[src/rtl/rptr_empty_lvl.sv]
// Read-side pointer, empty, fill-level and almost-empty status for a dual-clock FIFO.
// Optional sticky underflow flag is built only when RPTR_UNDERFLOW_EN is defined.
module rptr_empty_lvl #(
  parameter int                ADDRSIZE = 4,
  parameter logic [ADDRSIZE:0] AE_RST   = {{ADDRSIZE{1'b0}}, 1'b1}
) (
  input  logic                rclk,
  input  logic                rrst_n,
  input  logic                rinc,
  input  logic [ADDRSIZE:0]   rq2_wptr,
  input  logic                ae_wr,
  input  logic [ADDRSIZE:0]   ae_thresh,
  input  logic                rerr_clr,
  output logic [ADDRSIZE-1:0] raddr,
  output logic [ADDRSIZE:0]   rptr,
  output logic                rempty,
  output logic                raempty,
  output logic [ADDRSIZE:0]   rlevel,
  output logic                rerr
);

  logic [ADDRSIZE:0] rbin;
  logic [ADDRSIZE:0] rbinnext;
  logic [ADDRSIZE:0] rgraynext;
  logic [ADDRSIZE:0] wbin_s;
  logic [ADDRSIZE:0] lvl_next;
  logic [ADDRSIZE:0] ae_reg;
  logic              rd_ok;

  assign rd_ok     = rinc & ~rempty;
  assign rbinnext  = rbin + {{ADDRSIZE{1'b0}}, rd_ok};
  assign rgraynext = (rbinnext >> 1) ^ rbinnext;
  assign raddr     = rbin[ADDRSIZE-1:0];

  // Gray to binary: each bit is the XOR of the Gray word from that bit up to the MSB.
  always_comb begin
    wbin_s = '0;
    for (int i = 0; i <= ADDRSIZE; i++) begin
      wbin_s[i] = ^(rq2_wptr >> i);
    end
  end

  assign lvl_next = wbin_s - rbinnext;

  always_ff @(posedge rclk or negedge rrst_n) begin
    if (!rrst_n) begin
      rbin    <= '0;
      rptr    <= '0;
      rlevel  <= '0;
      rempty  <= 1'b1;
      raempty <= 1'b1;
      ae_reg  <= AE_RST;
    end else begin
      rbin    <= rbinnext;
      rptr    <= rgraynext;
      rlevel  <= lvl_next;
      rempty  <= (rgraynext == rq2_wptr);
      // Uses the threshold held before this edge, so a new value acts one cycle later.
      raempty <= (lvl_next <= ae_reg);
      if (ae_wr) begin
        ae_reg <= ae_thresh;
      end
    end
  end

`ifdef RPTR_UNDERFLOW_EN
  // Sticky underflow: a new blocked read wins over a clear in the same cycle.
  always_ff @(posedge rclk or negedge rrst_n) begin
    if (!rrst_n) begin
      rerr <= 1'b0;
    end else if (rinc & rempty) begin
      rerr <= 1'b1;
    end else if (rerr_clr) begin
      rerr <= 1'b0;
    end
  end
`else
  logic unused_rerr_clr;
  assign unused_rerr_clr = rerr_clr;
  assign rerr            = 1'b0;
`endif

endmodule
[config.mk]
export PLATFORM = sky130hd
export DESIGN_NAME = rptr_empty_lvl
export DESIGN_NICKNAME = d
export VERILOG_FILES = /design/src/rtl/rptr_empty_lvl.sv
export SDC_FILE = /design/constraint.sdc
export NUM_CORES = 1
export LEC_CHECK = 0
export CORE_MARGIN = 3
export CORE_UTILIZATION = 50
export CTS_CLUSTER_SIZE = 12
export DETAILED_ROUTE_END_ITERATION = 16
export HOLD_SLACK_MARGIN = 0.05
export PLACE_DENSITY_LB_ADDON = 0.12
export SYNTH_ARGS = -nofsm -noshare
export SYNTH_HDL_FRONTEND = slang
export SYNTH_SLANG_ARGS = --single-unit
[constraint.sdc]
create_clock -name rclk -period 7.95 [get_ports rclk]
set_input_delay 1.59 -clock rclk [delete_from_list [all_inputs] [get_ports rclk]]
set_output_delay 1.59 -clock rclk [all_outputs]
set_load 0.02 [all_outputs]
==> results of run 1 <==
-- cells in the mapped netlist --
master and count:
o21a_1 3, and3b_1 1, and3_1 1, inv_1 15
dfstp_2 3, clkbuf_1 1, o21ai_0 5, nand3_1 4
nand2_1 4, ha_1 10, xnor2_1 10, buf_4 1
nor2b_1 2, mux2_2 1, conb_1 1, dfrtp_1 18
xor2_2 1, or3_1 1, a21o_1 2, xor2_1 9
a2111oi_2 1, a21oi_1 2, fa_1 1
-- routing by layer --
layer  global-route usage, %  up-vias
met1                    20.4      357
met3                    2.85        4
met5                       0        -
met4                    6.38        0
li1                        -      371
met2                    26.9       20
-- critical path, cell delays in order --
cell	delay, ns
clkdlybuf4s50_1	0.51
xor2_1	0.23
xnor2_1	0.19
xor2_1	0.33
xor2_1	0.12
ha_1	0.24
fa_1	0.49
inv_1	0.05
ha_1	0.28
nor2b_1	0.13
o21a_1	0.16
o21a_1	0.16
o21a_1	0.15
o21ai_0	0.16
-- through the flow --
step | power [mW] | worst slack [ns] | hold WS (ns) | cells
final | 0.696 | 3.39 | 0.562 | 155
after global routing | 0.762 | 3.17 | 0.579 | 155
after CTS | 0.706 | 3.36 | 0.567 | 155
after detailed placement | 0.651 | 3.04 | 0.542 | 151
after global placement | 0.634 | 3.10 | 0.534 | 151
after floorplan | 0.498 | 3.79 | 0.508 | 97
-- area by class of cell --
type | instances | share of cell area [%]
clock buffer | 3 | 1.57
multi-input combinational | 59 | 34.8
timing repair buffer | 29 | 20.2
sequential | 21 | 36.8
clock inverter | 1 | 0.348
tap | 27 | 2.35
inverter | 15 | 3.92
-- how the worst max path moves through the flow --
stage / from / end / slack, ns / depth (start not counted)
after floorplan: rq2_wptr[4] / raempty$_DFF_PN1_ / 3.79 / 13
after global placement: rq2_wptr[3] / raempty$_DFF_PN1_ / 3.10 / 14
after detailed placement: rq2_wptr[4] / raempty$_DFF_PN1_ / 3.04 / 14
after CTS: rq2_wptr[4] / raempty$_DFF_PN1_ / 3.36 / 14
after global routing: rq2_wptr[4] / raempty$_DFF_PN1_ / 3.17 / 14
final: rq2_wptr[4] / raempty$_DFF_PN1_ / 3.39 / 14
-- placed cells by master, fill, tap and decap left out, types with 2 or more instances in the layout --
cell type        netlist  routed
xnor2_1               10      10
inv_1                 15      15
a21oi_1                2       2
dfrtp_1               18      18
nand2_1                4       4
dfstp_2                3       3
a21o_1                 2       2
clkbuf_4               0       3
nor2b_1                2       2
nand3_1                4       4
ha_1                  10      10
xor2_1                 9       9
o21a_1                 3       3
o21ai_0                5       5
clkdlybuf4s50_1        0      29
-- power groups by stage --
stage | registers (mW) | clock network [mW] | logic [mW]
2_1_floorplan | 0.235 | 0 | 0.263
3_3_place_gp | 0.181 | 0 | 0.453
3_5_place_dp | 0.185 | 0 | 0.466
4_1_cts | 0.183 | 0.0536 | 0.469
5_1_grt | 0.187 | 0.0567 | 0.518
6_report | 0.182 | 0.0520 | 0.462
-- cells by family (layout without fill, tap and decap cells) --
kind of cell,count (synthesis),after routing
multiplexers,1,1
AO/OA/AOI/OAI,13,13
buffers and inverters,17,48
AND/OR/NAND/NOR,13,13
adder cells (fa/ha/maj),11,11
XOR/XNOR,20,20
other,1,1
flip-flops,21,21
==> metrics.yaml, run 1 <==
global_route:
  grt_usage_pct: 16.1
  grt_max_degree: 22
  antenna_found_initial: 0
  gr-total-overflow: 0
  grt_pass1_wl_um: 3210
  grt_pass1_vias: 745
clock_network:
  postCtsResizedCells: 0
  clkSinkCount: 21
  clk_pin_slew_worst_paths_ns: 0.13
  clockBufferDepth: 2
  htree_levels: 1
  insertion_delay_ns: 0.31
  cts_setup_buffers: 0
  cts_buffers: 3
  cts-root-buf: "clkbuf_4"
  cts_tree: "built"
  cts_hold_buf: 0
place:
  gp_congestion: 0.747
  hpwlAfterDp_um: 1570
  place_area_sq_mm: 0.00141
  io_buffers: 29
routing:
  wirelength_um: 1930
  first_pass_iters: 2
  top_layer_used: "met4"
  drc: 0
  routed-wl-met3_um: 86
  wl_met2_um: 954
  wire_per_inst_um: 12.4
  viasPerCell: 4.85
  antenna_left: 0
  m1WireLength_um: 856
  vias: 752
  drt_iter0_markers: 3
floorplan:
  ios: 32
  dieArea_sq_mm: 0.00279
  die_x_um: 52.8
  fp-row-count: 16
  die_h_um: 52.8
  core_area_sq_mm: 0.00202
  initial_utilization_pct: 54.2
logic_synthesis:
  synthesis.area_sq_mm: 0.00110
  yosys_warnings: 0
  syn-num-nets: 123
  postSynthCellCount: 97
  synth_top_family_by_area: "XOR/XNOR gates"
  synth.distinct_cells: 23
  seq_area_frac_synth_pct: 48.3
  synth-compound-area-share_pct: 7.99
  synth_area_leaders: "dfrtp_1 (41%), ha_1 (11%), xnor2_1 (8.0%), dfstp_2 (7.2%), xor2_1 (7.2%)"
  yosysTopAreaCellShare_pct: 41.1
  synth_xor_area_share_pct: 16.7
  yosys.area_share.simple_pct: 6.28
  synth.mux.area_fraction_pct: 1.03
  ys_ff_latch: 21
  yosys.area.top_type: "dfrtp_1"
  synthAdderAreaFrac_pct: 13.2
  avgSynthCellArea_sq_um: 11.3
worst_setup_path:
  worstPathRequired_ns: 8.19
  cp.arrival_ns: 4.80
  rrSetupSlack_ns: 5.02
  crit_type: "in -> reg"
  path_max_fanout: 3
  startpoint_type: "primary input"
  r2r_cells: 12
  r2r_end: "raempty$_DFF_PN1_"
  crit_path_end_kind: "flip-flop"
  r2r-start: "rempty$_DFF_PN1_"
sta:
  max_slew_margin_pct: 37.6
  finalSetupTns_ns: 0
  maxSlewViolCount: 0
  hold_viol_final: 0
  setup_viol: 0
  timing.fmax_ghz: 0.220
  rsz0062_at_grt: "no"
  period_share_pct: 57.3
  fin_crit_ns: 4.56
  finalClockSkew_ns: 0.0144
  tightest_slew_ns: 0.933
min_path:
  hp-class: "reg -> reg"
  min_delay_worst_endpoint: "ae_reg[1]$_DFFE_PN0P_"
  hp-start: "ae_reg[1]$_DFFE_PN0P_"
  worstHoldPathCells: 2
pwr:
  vdd_drop_max_v: 0.000281
  leakagePower_nw: 0.664
  p_sw_uw: 297
  power_frac_clock_pct: 7.5
  p_comb_share_pct: 66.4
  power_frac_seq_pct: 26.1
  pwr_density_cell_mw_per_mm2: 484
  internal-power_uw: 398
  power.share.switching_pct: 42.7
layout:
  num_antenna_cells: 0
  final_util_pct: 71.0
  drive_gt1_share_pct: 7.81
  synthToLayoutAreaGrowth_pct: 31.1
  nets: 155
  fillCellCount: 159
  multi_input_area_sq_um: 499
  final_area_sq_mm: 0.00144
  final-seq-area_sq_um: 529
outcome:
  outcome: "complete, no violations"
flow_run:
  cap_violations: 0
Power figures use the tool's default switching activity.
==> run 2, diff against run 1 <==
--- a/config.mk
+++ b/config.mk
@@ -6,7 +6,7 @@
 export NUM_CORES = 1
 export LEC_CHECK = 0
 export CORE_MARGIN = 3
-export CORE_UTILIZATION = 50
+export CORE_UTILIZATION = 46
 export CTS_CLUSTER_SIZE = 12
 export DETAILED_ROUTE_END_ITERATION = 16
 export HOLD_SLACK_MARGIN = 0.05
==> constraint.sdc (replaced) <==
create_clock -name rclk -period 4.7 [get_ports rclk]
set_input_delay 0.94 -clock rclk [delete_from_list [all_inputs] [get_ports rclk]]
set_output_delay 0.94 -clock rclk [all_outputs]
set_load 0.02 [all_outputs]
==> run 2 against run 1 <==
  * Sequential power is 67% higher
  * Global-route usage is 1.5 points lower
  * Final cell count is 0.65% higher
  * Sequential share of layout area stayed put
==> metrics.yaml, run 2 (same netlist as run 1, synthesis figures left out) <==
outcome:
  outcome: "complete, no violations"
worst_setup_path:
  startpoint_type: "primary input"
  cp.arrival_ns: 4.09  # -0.71 ns
  crit_path_end_kind: "flip-flop"
  worstPathRequired_ns: 4.92  # -3.27 ns
  cp_slowest_cell: "clkdlybuf4s50_1"
  cp_cell_sequence: "clkdlybuf4s50_1, xor2_1, xnor2_1, xor2_1, xor2_1, ha_1, fa_1, inv_1, ha_1, nor2b_1, o21a_1, o21a_1, o21a_1, o21ai_0"
  path_max_fanout: 3  # unchanged
  crit_type: "in -> reg"
  max_stage_delay_ns: 0.51  # about the same
floorplan:
  dieArea_sq_mm: 0.00300  # +7.7%
  die_h_um: 54.8  # +3.8%
  die_x_um: 54.8  # +3.8%
  ios: 32  # unchanged
  fp-row-count: 17  # +1
  core_area_sq_mm: 0.00223  # +10%
  initial_utilization_pct: 49.1  # -5.1 points
sta:
  rsz0062_at_grt: "no"
  worst_slack_ns: 0.825  # -2.57 ns
  setup_viol: 0  # unchanged
  max_slew_margin_pct: 40.1  # +2.5 points
  finalSetupTns_ns: 0  # unchanged
  hold_viol_final: 0  # unchanged
  tightest_slew_ns: 0.896  # -0.0368 ns
  period_share_pct: 82.4
  fin_crit_ns: 3.87
  timing.fmax_ghz: 0.258
  maxSlewViolCount: 0  # unchanged
  finalClockSkew_ns: 0.00310  # -0.0113 ns
pwr:
  power.total_mw: 1.16  # +67%
  vdd_drop_max_v: 0.000517  # +84%
  pwr_density_cell_mw_per_mm2: 807  # +67%
  leakagePower_nw: 0.661  # -0.41%
routing:
  drt_iter0_markers: 1  # -2
  viasPerCell: 4.61  # -5.0%
  drc: 0  # unchanged
  vias: 719  # -4.4%
  wirelength_um: 1750  # -9.1%
  antenna_left: 0  # unchanged
  first_pass_iters: 4  # +2
  wire_per_inst_um: 11.2  # -9.7%
clock_network:
  cts_buffers: 3  # unchanged
  postCtsResizedCells: 0  # unchanged
  insertion_delay_ns: 0.29  # -0.02 ns
  clk_pin_slew_worst_paths_ns: 0.11  # -0.02 ns
  cts-root-buf: "clkbuf_4"
  cts_setup_buffers: 0  # unchanged
  cts_hold_buf: 0  # unchanged
  clkSinkCount: 21  # unchanged
  clockBufferDepth: 2  # unchanged
  htree_levels: 1  # unchanged
  cts_tree: "built"
min_path:
  hp-class: "reg -> reg"
layout:
  fillCellCount: 201  # +26%
  drive_gt1_share_pct: 7.03  # -0.78 points
  layout_commonest_cell: "clkdlybuf4s50_1"
  num_antenna_cells: 0  # unchanged
  synthToLayoutAreaGrowth_pct: 31.1  # unchanged
  final_cell_mix: "clkdlybuf4s50_1 (29), dfrtp_1 (18), inv_1 (15)"
  nets: 155  # unchanged
global_route:
  grt_usage_pct: 14.6  # -1.5 points
  grt_max_degree: 22  # unchanged
  gr-total-overflow: 0  # unchanged
  grt_pass1_wl_um: 3070  # -4.3%
  antenna_found_initial: 0  # unchanged
  grt_pass1_vias: 705  # -5.4%
place:
  hpwlAfterDp_um: 1450  # -7.4%
  gp_congestion: 0.751  # +0.56%
  io_buffers: 29  # unchanged
  pre_cts_ws_ns: 0.508  # -2.53 ns
flow_run:
  cap_violations: 0  # unchanged
## run 2: per-stage QoR
stage	cells	hold slack (ns)	area, sq um	util [%]
2_1_floorplan	97	0.508	1100	-
3_3_place_gp	152	0.531	1410	63.1
6_report	156	0.558	1440	64.3
3_5_place_dp	152	0.537	1410	63.1
5_1_grt	156	0.602	1440	64.3
4_1_cts	156	0.567	1440	64.3
## run 2: layout make-up
class | count | area [sq um] | share of cell area, %
clock buffer | 4 | 26.3 | 1.83
inverter | 15 | 56.3 | 3.92
multi-input combinational | 59 | 499 | 34.8
sequential | 21 | 529 | 36.8
tap | 28 | 35.0 | 2.44
timing repair buffer | 29 | 290 | 20.2
## run 2: power by group
| part | leakage [nW] | internal (mW) | switching, mW | total (mW) |
|---|---|---|---|---|
| logic | 0.402 | 0.369 | 0.403 | 0.772 |
| clock network | 0.0150 | 0.0329 | 0.0499 | 0.0829 |
| registers | 0.244 | 0.270 | 0.0337 | 0.304 |
## run 2: critical path, delay by kind of cell
kind | cells | cell delay (ns)
compound gates | 4 | 0.61
fa+ha+maj | 3 | 1.00
xor+xnor | 4 | 0.86
simple gates | 1 | 0.13
buf+inv | 2 | 0.56
## run 2: metal layers
layer | wire, um | vias up | GRT usage (%) | share of wire (%)
met5 | 0 | - | 0 | 0
met4 | 14 | 0 | 4.98 | 0.80
met3 | 117 | 2 | 2.72 | 6.7
met2 | 819 | 17 | 23.0 | 47
met1 | 801 | 329 | 19.8 | 46
li1 | - | 371 | - | -
## run 2: worst paths after layout
kind                                  startpoint  slack (ns)                     to  depth (start not counted)
min in group asynchronous                 rrst_n        1.14      rptr[0]$_DFF_PN0_                          1
hold / removal             ae_reg[3]$_DFFE_PN0P_        0.56  ae_reg[3]$_DFFE_PN0P_                          2
setup reg to reg                rempty$_DFF_PN1_        1.79      raempty$_DFF_PN1_                         12
hold reg to reg            ae_reg[3]$_DFFE_PN0P_        0.56  ae_reg[3]$_DFFE_PN0P_                          2
max in group asynchronous                 rrst_n        3.01  ae_reg[2]$_DFFE_PN0P_                          1
setup / recovery                     rq2_wptr[3]        0.83      raempty$_DFF_PN1_                         14
